### src/rtl/duck_round_scheduler.sv
// Gameplay sequencer: spawns ducks, tracks ammo, hits, rounds and score.
// Optional perfect-round bonus is compiled in with `define DUCK_PERFECT_BONUS_EN.
module duck_round_scheduler #(
    parameter int unsigned DUCKS_PER_ROUND = 10,
    parameter int unsigned ROUNDS          = 5,
    parameter int unsigned SHOTS_PER_DUCK  = 3,
    parameter int unsigned MIN_HITS        = 6,
    parameter int unsigned SPAWN_DELAY     = 65_000_000,
    parameter int unsigned HIT_POINTS      = 100
`ifdef DUCK_PERFECT_BONUS_EN
    ,
    parameter int unsigned BONUS_POINTS    = 1000
`endif
) (
    input  logic        clk,
    input  logic        rst,
    input  logic        game_enable_posedge,
    input  logic        game_enable,
    input  logic        left_mouse,
    input  logic        duck_hit,
    input  logic        duck_escaped,
    output logic        duck_spawn,
    output logic        duck_active,
    output logic [1:0]  ammo,
    output logic [3:0]  round_num,
    output logic [3:0]  duck_idx,
    output logic [3:0]  hits,
    output logic [15:0] score,
    output logic        game_finished
);

    localparam int unsigned CntW = (SPAWN_DELAY > 1) ? $clog2(SPAWN_DELAY) : 1;
    localparam logic [CntW-1:0] CntLast = CntW'(SPAWN_DELAY - 1);
    localparam logic [CntW-1:0] CntOne  = CntW'(1);

    typedef enum logic [2:0] {
        StIdle,
        StSpawnWait,
        StDuckFly,
        StDuckDone,
        StRoundEnd,
        StFinished
    } state_t;

    state_t          state;
    logic [CntW-1:0] counter;
    logic            left_mouse_q;
    logic            shot;
    logic            start;
    logic            abort;
    logic [31:0]     hit_sum;
    logic [15:0]     score_hit;
`ifdef DUCK_PERFECT_BONUS_EN
    logic [31:0]     bonus_sum;
    logic [15:0]     score_bonus;
`endif

    always_comb begin
        shot      = left_mouse & ~left_mouse_q;
        start     = game_enable_posedge && (state == StIdle || state == StFinished);
        abort     = !game_enable && (state == StSpawnWait || state == StDuckFly ||
                                     state == StDuckDone || state == StRoundEnd);
        hit_sum   = 32'(score) + 32'(HIT_POINTS);
        score_hit = (hit_sum > 32'h0000_FFFF) ? 16'hFFFF : hit_sum[15:0];
`ifdef DUCK_PERFECT_BONUS_EN
        bonus_sum   = 32'(score) + 32'(BONUS_POINTS);
        score_bonus = (bonus_sum > 32'h0000_FFFF) ? 16'hFFFF : bonus_sum[15:0];
`endif
    end

    always_ff @(posedge clk) begin
        if (rst) begin
            state         <= StIdle;
            counter       <= '0;
            left_mouse_q  <= 1'b0;
            duck_spawn    <= 1'b0;
            duck_active   <= 1'b0;
            ammo          <= 2'd0;
            round_num     <= 4'd0;
            duck_idx      <= 4'd0;
            hits          <= 4'd0;
            score         <= 16'd0;
            game_finished <= 1'b0;
        end else begin
            left_mouse_q <= left_mouse;
            duck_spawn   <= 1'b0;
            if (abort) begin
                // Score and round are left visible after an abort.
                state       <= StIdle;
                duck_active <= 1'b0;
                ammo        <= 2'd0;
                counter     <= '0;
            end else if (start) begin
                state         <= StSpawnWait;
                round_num     <= 4'd1;
                duck_idx      <= 4'd0;
                hits          <= 4'd0;
                score         <= 16'd0;
                counter       <= '0;
                game_finished <= 1'b0;
            end else begin
                case (state)
                    StIdle: ;
                    StSpawnWait: begin
                        if (counter == CntLast) begin
                            duck_spawn  <= 1'b1;
                            duck_active <= 1'b1;
                            ammo        <= 2'(SHOTS_PER_DUCK);
                            counter     <= '0;
                            state       <= StDuckFly;
                        end else begin
                            counter <= counter + CntOne;
                        end
                    end
                    StDuckFly: begin
                        if (shot && ammo != 2'd0) begin
                            ammo <= ammo - 2'd1;
                        end
                        // A simultaneous escape still counts as a hit.
                        if (duck_hit) begin
                            hits  <= hits + 4'd1;
                            score <= score_hit;
                            state <= StDuckDone;
                        end else if (duck_escaped) begin
                            state <= StDuckDone;
                        end
                    end
                    StDuckDone: begin
                        duck_active <= 1'b0;
                        if (duck_idx == 4'(DUCKS_PER_ROUND - 1)) begin
                            state <= StRoundEnd;
                        end else begin
                            duck_idx <= duck_idx + 4'd1;
                            counter  <= '0;
                            state    <= StSpawnWait;
                        end
                    end
                    StRoundEnd: begin
`ifdef DUCK_PERFECT_BONUS_EN
                        if (hits == 4'(DUCKS_PER_ROUND)) begin
                            score <= score_bonus;
                        end
`endif
                        if (hits < 4'(MIN_HITS) || round_num == 4'(ROUNDS)) begin
                            state         <= StFinished;
                            game_finished <= 1'b1;
                            duck_active   <= 1'b0;
                            ammo          <= 2'd0;
                        end else begin
                            round_num <= round_num + 4'd1;
                            duck_idx  <= 4'd0;
                            hits      <= 4'd0;
                            counter   <= '0;
                            state     <= StSpawnWait;
                        end
                    end
                    StFinished: begin
                        game_finished <= 1'b1;
                        duck_active   <= 1'b0;
                        ammo          <= 2'd0;
                    end
                    default: state <= StIdle;
                endcase
            end
        end
    end

endmodule

### config.mk
export PLATFORM = sky130hd
export DESIGN_NAME = duck_round_scheduler
export DESIGN_NICKNAME = d
export VERILOG_FILES = /design/src/rtl/duck_round_scheduler.sv
export SDC_FILE = /design/constraint.sdc
export NUM_CORES = 1
export LEC_CHECK = 0
export CORE_MARGIN = 10
export CORE_UTILIZATION = 30
export DETAILED_ROUTE_END_ITERATION = 8
export PLACE_DENSITY_LB_ADDON = 0.08
export SETUP_SLACK_MARGIN = 0.4
export SLEW_MARGIN = 20
export SYNTH_ARGS = -nofsm -noshare
export SYNTH_HDL_FRONTEND = slang
export SYNTH_SLANG_ARGS = --single-unit
### constraint.sdc
create_clock -name clk -period 2.2 [get_ports clk]
set_input_delay 0.44 -clock clk [delete_from_list [all_inputs] [get_ports clk]]
set_output_delay 0.44 -clock clk [all_outputs]
set_load 0.02 [all_outputs]
==> metrics.txt, run 1 <==
# DRC 0; Post-synth ARST share 0%; Max Clock Skew 20.0 ps; # IOs 40; dominant cells by area after synthesis dfxtp_1 (37%), xor2_1 (5.3%), nor2_1 (4.6%), nand2_1 (3.8%), ha_1 (3.4%); Syn Area/Cell 8.43 um2; 1st-pass router iterations 5; Die W 125 um; clock transition at the registers of the reported paths 80 ps; TritonCTS clock tree yes; hold_ws 474 ps; Pwr Total 2.66 mW; global-route wire length before repair 15.6 mm; dominant cell type by area after synthesis dfxtp_1; final worst path period need 1810 ps; CTS Hold Buffers Added 0; via count 3181; Critical Path End Type register; outcome finished clean; Fill cells 1098; Routed WL 9.68 mm; top post-synthesis cells by count dfxtp_1 (62), nor2_1 (41), nand2_1 (34); Num CTS Buffers 9; Post-Syn Area 3320 um2; n_diodes 0; Distinct cells, synth 58; Most used DFF post-synth dfxtp_1; Slew @ Worst Pin 424 ps; Yosys Warn Count 0; clock network fraction of total power 42.1%; xor/xnor share of the synthesized area 7.38%; vias in the first global route 3000; Die Ht 125 um; Worst setup SP type register; Gate Count Post-Synth 394; H-tree depth 3; post-synthesis sequential area ratio 37.3%; GR Overflow Total 0; largest net degree at the start of global routing 17; P_leak 1.93 nW; Setup Viol. Count Final 0; Max clock buf depth 2; dpl hpwl 6.58 mm; RSZ-0062 raised after global routing yes; Final Hold Vio Count 0; critical-path maximum fanout 10; Synth Area in Simple Gates 29.3%; Adder-Cell Fraction of Synth Area 3.39%; Setup Crit Path Kind register to register; Crit path arrival time 2030 ps; Seq pwr share 44.1%; # rows 38; setup slack, reg-to-reg 390 ps; Switching Power 0.682 mW; # clock sinks 62; IO buf count 39; FF+latch count, synth 62; Max Freq 0.552 GHz; initial antenna violation count 0; mux share of post-synthesis cell area 1.54%; Combinational Power Share 13.9%; initial core utilization 30.7%; gr usage total 11.7%; Slew Limit Fails 0; worst min path class register to register; core area 10800 um2; r2r worst-path depth 7; wire length per cell 15.5 um; Root Buffer clkbuf_8; antenna-violating nets left 0; area of the multi-input gates 2160 um2; post-synth top area share 37.3%; Inst Count DP 587; Tcrit/Tclk final 82.4%; switching share of power 25.6%; critical path required time 2420 ps; layout cells sized above 1 29.1%; Synth Area in Compound Gates 16.4%; die area 15700 um2; Post-Layout Cell Count 624; most frequent cell after synthesis dfxtp_1; # nets final 495; slew margin rel. 71.6%; synthesized net count 410; final RePlAce weighted congestion 0.760; Via density 5.10; Sequential Area 1270 um2; number of synthesized flops with an enable pin 0; WHS Path Cells 2; Power Density 568 nW/um2; Max VDD drop 351 uV; synthesis-to-layout area growth 40.9%; Clock Latency Late Sink 330 ps; combinational family with the most area after synthesis simple AND/OR/NAND/NOR gates; Max-cap violations 0; First DRT Iteration DRCs 179; Cell Int Power 1.98 mW
[state kept, by name (all words and copies together), names as in the netlist]
| register | cells |
|---|---|
| duck_idx | 4 |
| duck_active | 1 |
| left_mouse_q | 1 |
| counter | 26 |
| hits | 4 |
| state | 3 |
| ammo | 2 |
| duck_spawn | 1 |
| round_num | 4 |
| game_finished | 1 |
| score | 15 |
[worst paths after layout]
kind            start     endpoint
max reg2reg  state[2]  counter[22]
min          score[0]     score[0]
min reg2reg  score[0]     score[0]
max          state[2]  counter[22]
[area by class of cell]
type | instances | area share, %
multi-input cells | 302 | 46.1
flip-flops and latches | 62 | 27.1
repair buffers | 95 | 17.8
well taps | 140 | 3.74
clock buffers | 12 | 3.10
clock inverters | 4 | 1.50
inverters | 9 | 0.722
[routing by layer]
layer	routed length [um]	GRT usage [%]	part of all wire (%)
met5	0	0	0
met1	4550	15.4	47
met4	162	3.86	1.7
met3	502	3.17	5.2
met2	4460	18.0	46
[power by group through the flow]
stage / Clock, mW / Combinational [mW] / Sequential (mW)
2_1_floorplan: 0 / 0.176 / 1.21
3_3_place_gp: 0 / 0.333 / 1.20
3_5_place_dp: 0 / 0.334 / 1.20
4_1_cts: 1.16 / 0.348 / 1.17
5_1_grt: 1.20 / 0.403 / 1.18
6_report: 1.12 / 0.369 / 1.17
[worst max-delay path, stage by stage, from the launching register on]
cell and delay, ps:
dfxtp_2 370, buf_4 190, nor2b_4 160, nand2_2 120
a2111o_1 540, nor2_2 150, xnor2_1 120, nor2_1 50
[cells in the final DEF, fill, tap and decap left out, types with 3 or more instances in the layout]
master | synthesis | final
nand4_1 | 18 | 18
clkbuf_8 | 0 | 10
and2_1 | 7 | 5
nor2_2 | 9 | 14
a211oi_1 | 14 | 14
a21oi_1 | 18 | 15
nand3_2 | 1 | 3
dlygate4sd2_1 | 0 | 23
nand2b_1 | 5 | 4
nand3_1 | 13 | 10
nor2_1 | 41 | 36
dfxtp_4 | 0 | 5
a21oi_2 | 1 | 3
dlymetal6s2s_1 | 0 | 8
ha_1 | 9 | 7
mux2i_1 | 4 | 4
nand2_1 | 34 | 31
xor2_1 | 20 | 20
a31oi_1 | 14 | 12
inv_1 | 9 | 8
nor2b_1 | 7 | 4
buf_4 | 1 | 51
dfxtp_1 | 62 | 51
nand4b_1 | 3 | 3
dfxtp_2 | 0 | 6
and4_1 | 5 | 3
and3_1 | 9 | 9
clkdlybuf4s50_1 | 0 | 8
nor3_1 | 7 | 6
xnor2_1 | 8 | 8
nand2_2 | 0 | 3
o21ai_0 | 12 | 12
[cell families after synthesis]
kind of cell,Yosys count
AO/OA/AOI/OAI,79
XOR/XNOR,28
adder cells (fa/ha/maj),9
buffers and inverters,31
flip-flops,62
multiplexers,5
AND/OR/NAND/NOR,180
[through the flow]
stage               utilization [%]  setup TNS [ps]  cell area (um2)  setup WS, ps
floorplan                         -               0             3330           395
global placement               37.4           -13.1             4060         -6.38
detailed placement             37.4            -574             4060         -70.7
CTS                            40.8               0             4430           345
global route                   43.2               0             4680           284
finish                         43.2               0             4680           388
[what timing repair did]
action / in CTS / in global routing
gates resized for setup: 61 / 38
cloned: 1 / 1
pin swaps: 10 / 21
setup buffers: 4 / 15
endpoints found under the hold margin: 0 / 0
setup endpoints to repair: 78 / 61
Note: power is estimated with default switching activity, not from simulation.
==> inputs of run 2 (changes only) <==
clock period = 1.84 ns   (was 2.2 ns; I/O delays follow)
==> run 2 against run 1 <==
Against the previous run:
- utilization increased by 7.1 points
- sequential cell count unchanged
- largest cell class unchanged
- first-iteration DRC count decreased by 28%
- critical path type unchanged
==> metrics.txt, run 2 (synthesized netlist as in run 1, its figures left out) <==
outcome finished clean (unchanged); Slew @ Worst Pin 321 ps (was 424 ps); Worst path max stage delay 430 ps (was 540 ps); critical path required time 2090 ps (was 2420 ps); final RePlAce weighted congestion 0.797 (was 0.760); # nets final 544 (was 495); # DRC 0 (unchanged); dpl hpwl 7.16 mm (was 6.58 mm); Max Clock Skew 13.5 ps (was 20.0 ps); First DRT Iteration DRCs 128 (was 179); critical path's slowest cell or3b_4 (was a2111o_1); initial antenna violation count 0 (unchanged); WHS Path Cells 1 (was 2); P_leak 2.08 nW (was 1.93 nW); Post-Layout Cell Count 673 (was 624); Max-cap violations 0 (unchanged); synthesis-to-layout area growth 63.9% (was 40.9%); Tcrit/Tclk final 97.1% (was 82.4%); critical path's most frequent cell buf_6; H-tree depth 3 (unchanged); Pwr Total 3.17 mW (was 2.66 mW); Top Registers counter x26, score x15 (unchanged); global-route wire length before repair 16.3 mm (was 15.6 mm); initial core utilization 30.7% (unchanged); Clock Latency Late Sink 360 ps (was 330 ps); Num CTS Buffers 9 (unchanged); slew margin rel. 78.5% (was 71.6%); Die Ht 125 um (unchanged); die area 15700 um2 (unchanged); Fin Setup TNS 0 ps (unchanged); antenna-violating nets left 0 (unchanged); n_diodes 0 (unchanged); Slew Limit Fails 0 (unchanged); # rows 38 (unchanged); core area 10800 um2 (unchanged); Max Freq 0.559 GHz (was 0.552 GHz); clock transition at the registers of the reported paths 80 ps (about the same); GR Overflow Total 0 (unchanged); final worst path period need 1790 ps (was 1810 ps); TritonCTS clock tree yes (unchanged); setup slack, reg-to-reg 50 ps (was 390 ps); Worst setup SP type register (unchanged); commonest non-fill, non-tap cell in the layout buf_4; R2R Path End round_num[1] (was counter[22]); most frequent cells in the layout buf_4 (80), dfxtp_1 (36), nor2_1 (34) (was dfxtp_1 (51), buf_4 (51), nor2_1 (36)); Final Core Density 50.2% (was 43.2%); Setup Viol. Count Final 0 (unchanged); Power Density 582 nW/um2 (was 568 nW/um2); Root Buffer clkbuf_8 (unchanged); Routed WL 10.3 mm (was 9.68 mm); critical hold path startpoint score[10] (was score[0]); Reg with most FFs counter (unchanged); worst min path class register to register (unchanged); Hold Path End score[10] (was score[0]); Critical Path End Type register (unchanged); # clock sinks 62 (unchanged); hold_ws 476 ps (was 474 ps); via count 3362 (was 3181); r2r worst-path depth 7 (unchanged); Crit path arrival time 2040 ps (was 2030 ps); Max VDD drop 417 uV (was 351 uV); RSZ-0062 raised after global routing yes (unchanged); largest net degree at the start of global routing 16 (was 17); # IOs 40 (unchanged); wire length per cell 15.3 um (was 15.5 um); Inst Count DP 636 (was 587); max reg flops 26 (unchanged); Die W 125 um (unchanged); gr usage total 12.4% (was 11.7%); IO buf count 39 (unchanged); vias in the first global route 3320 (was 3000); layout cells sized above 1 52.5% (was 29.1%); Via density 5.00 (was 5.10); CP cell instances buf_6 -> or3b_4 -> buf_6 -> o21ai_4 -> buf_6 -> mux2i_2 -> nor2_1 (was buf_4 -> nor2b_4 -> nand2_2 -> a2111o_1 -> nor2_2 -> xnor2_1 -> nor2_1); Final Hold Vio Count 0 (unchanged); Crit Reg-Reg Startpoint state[0] (was state[2]); Max clock buf depth 2 (unchanged); critical-path maximum fanout 7 (was 10); 1st-pass router iterations 4 (was 5); Setup Crit Path Kind register to register (unchanged)
## run 2: cell types whose count changed in the layout (fill, tap and decap cells not counted), moves of 6 or more
cell,previous run,this run
clkdlybuf4s15_2,0,9
a21oi_1,15,8
dlygate4sd2_1,23,4
buf_2,1,10
dfxtp_2,6,19
nand2_1,31,25
buf_4,51,80
dlymetal6s2s_1,8,0
clkbuf_2,0,10
o21ai_0,12,6
a211oi_1,14,7
dfxtp_1,51,36
a211oi_2,0,8
buf_6,2,18
## run 2: worst max-delay path: cells and delay by family, from the launching register on
kind / cells / cell delay [ps]
DFF: 1 / 390
AOI/OAI and AO/OA: 1 / 170
buffers and inverters: 3 / 420
and+or+nand+nor: 2 / 480
muxes: 1 / 210
## run 2: repair_timing
| item | 4_1_cts | 5_1_grt |
|---|---|---|
| gates cloned | 0 | 1 |
| hold endpoints to repair | 0 | 0 |
| gates resized for setup | 139 | 97 |
| pin swaps | 26 | 27 |
| hold buffers | 0 | 0 |
| setup buffers | 10 | 10 |
| endpoints found under the setup margin | 94 | 73 |
## run 2: power breakdown
part           internal, mW  switching [mW]  total, mW
logic                 0.312           0.303      0.615
clock network         0.600           0.548       1.15
registers              1.37          0.0391       1.41
total                  2.28           0.890       3.17
## run 2: area by class of cell
type                    count  area (um2)
multi-input cells         302        2530
inverters                   9        33.8
well taps                 140         175
clock inverters             1        5.00
clock buffers              15         176
repair buffers            144        1230
flip-flops and latches     62        1290
fillers                  1038        5390
## run 2: metal layers
metal	track usage (%)	up-vias	routed length, um
met5	0	-	0
met4	4.81	0	180
li1	-	1685	-
met1	14.7	1616	4700
met2	20.7	49	5030
met3	3.63	12	375
## run 2: stage by stage
stage	setup WS, ps	area (um2)
floorplan	110	3580
global placement	-281	4630
detailed placement	-329	4630
CTS	61.0	5060
global route	-32.9	5450
finish	52.5	5450
## run 2: how the worst max path moves through the flow
stage | start | to | cells after the start
detailed placement | game_enable_posedge | ammo[1] | 8
global placement | game_enable_posedge | ammo[1] | 8
finish | state[0] | round_num[1] | 7
global route | counter[1] | counter[20] | 8
CTS | counter[1] | counter[20] | 8
floorplan | round_num[1] | counter[20] | 8
==> inputs of run 3 (changes only) <==
CTS_CLUSTER_SIZE = 14   (was not set)
SLEW_MARGIN = not set   (was 20)
==> results of run 3 <==
Same layout as run 2: the final DEF is identical, and so are final timing and power.
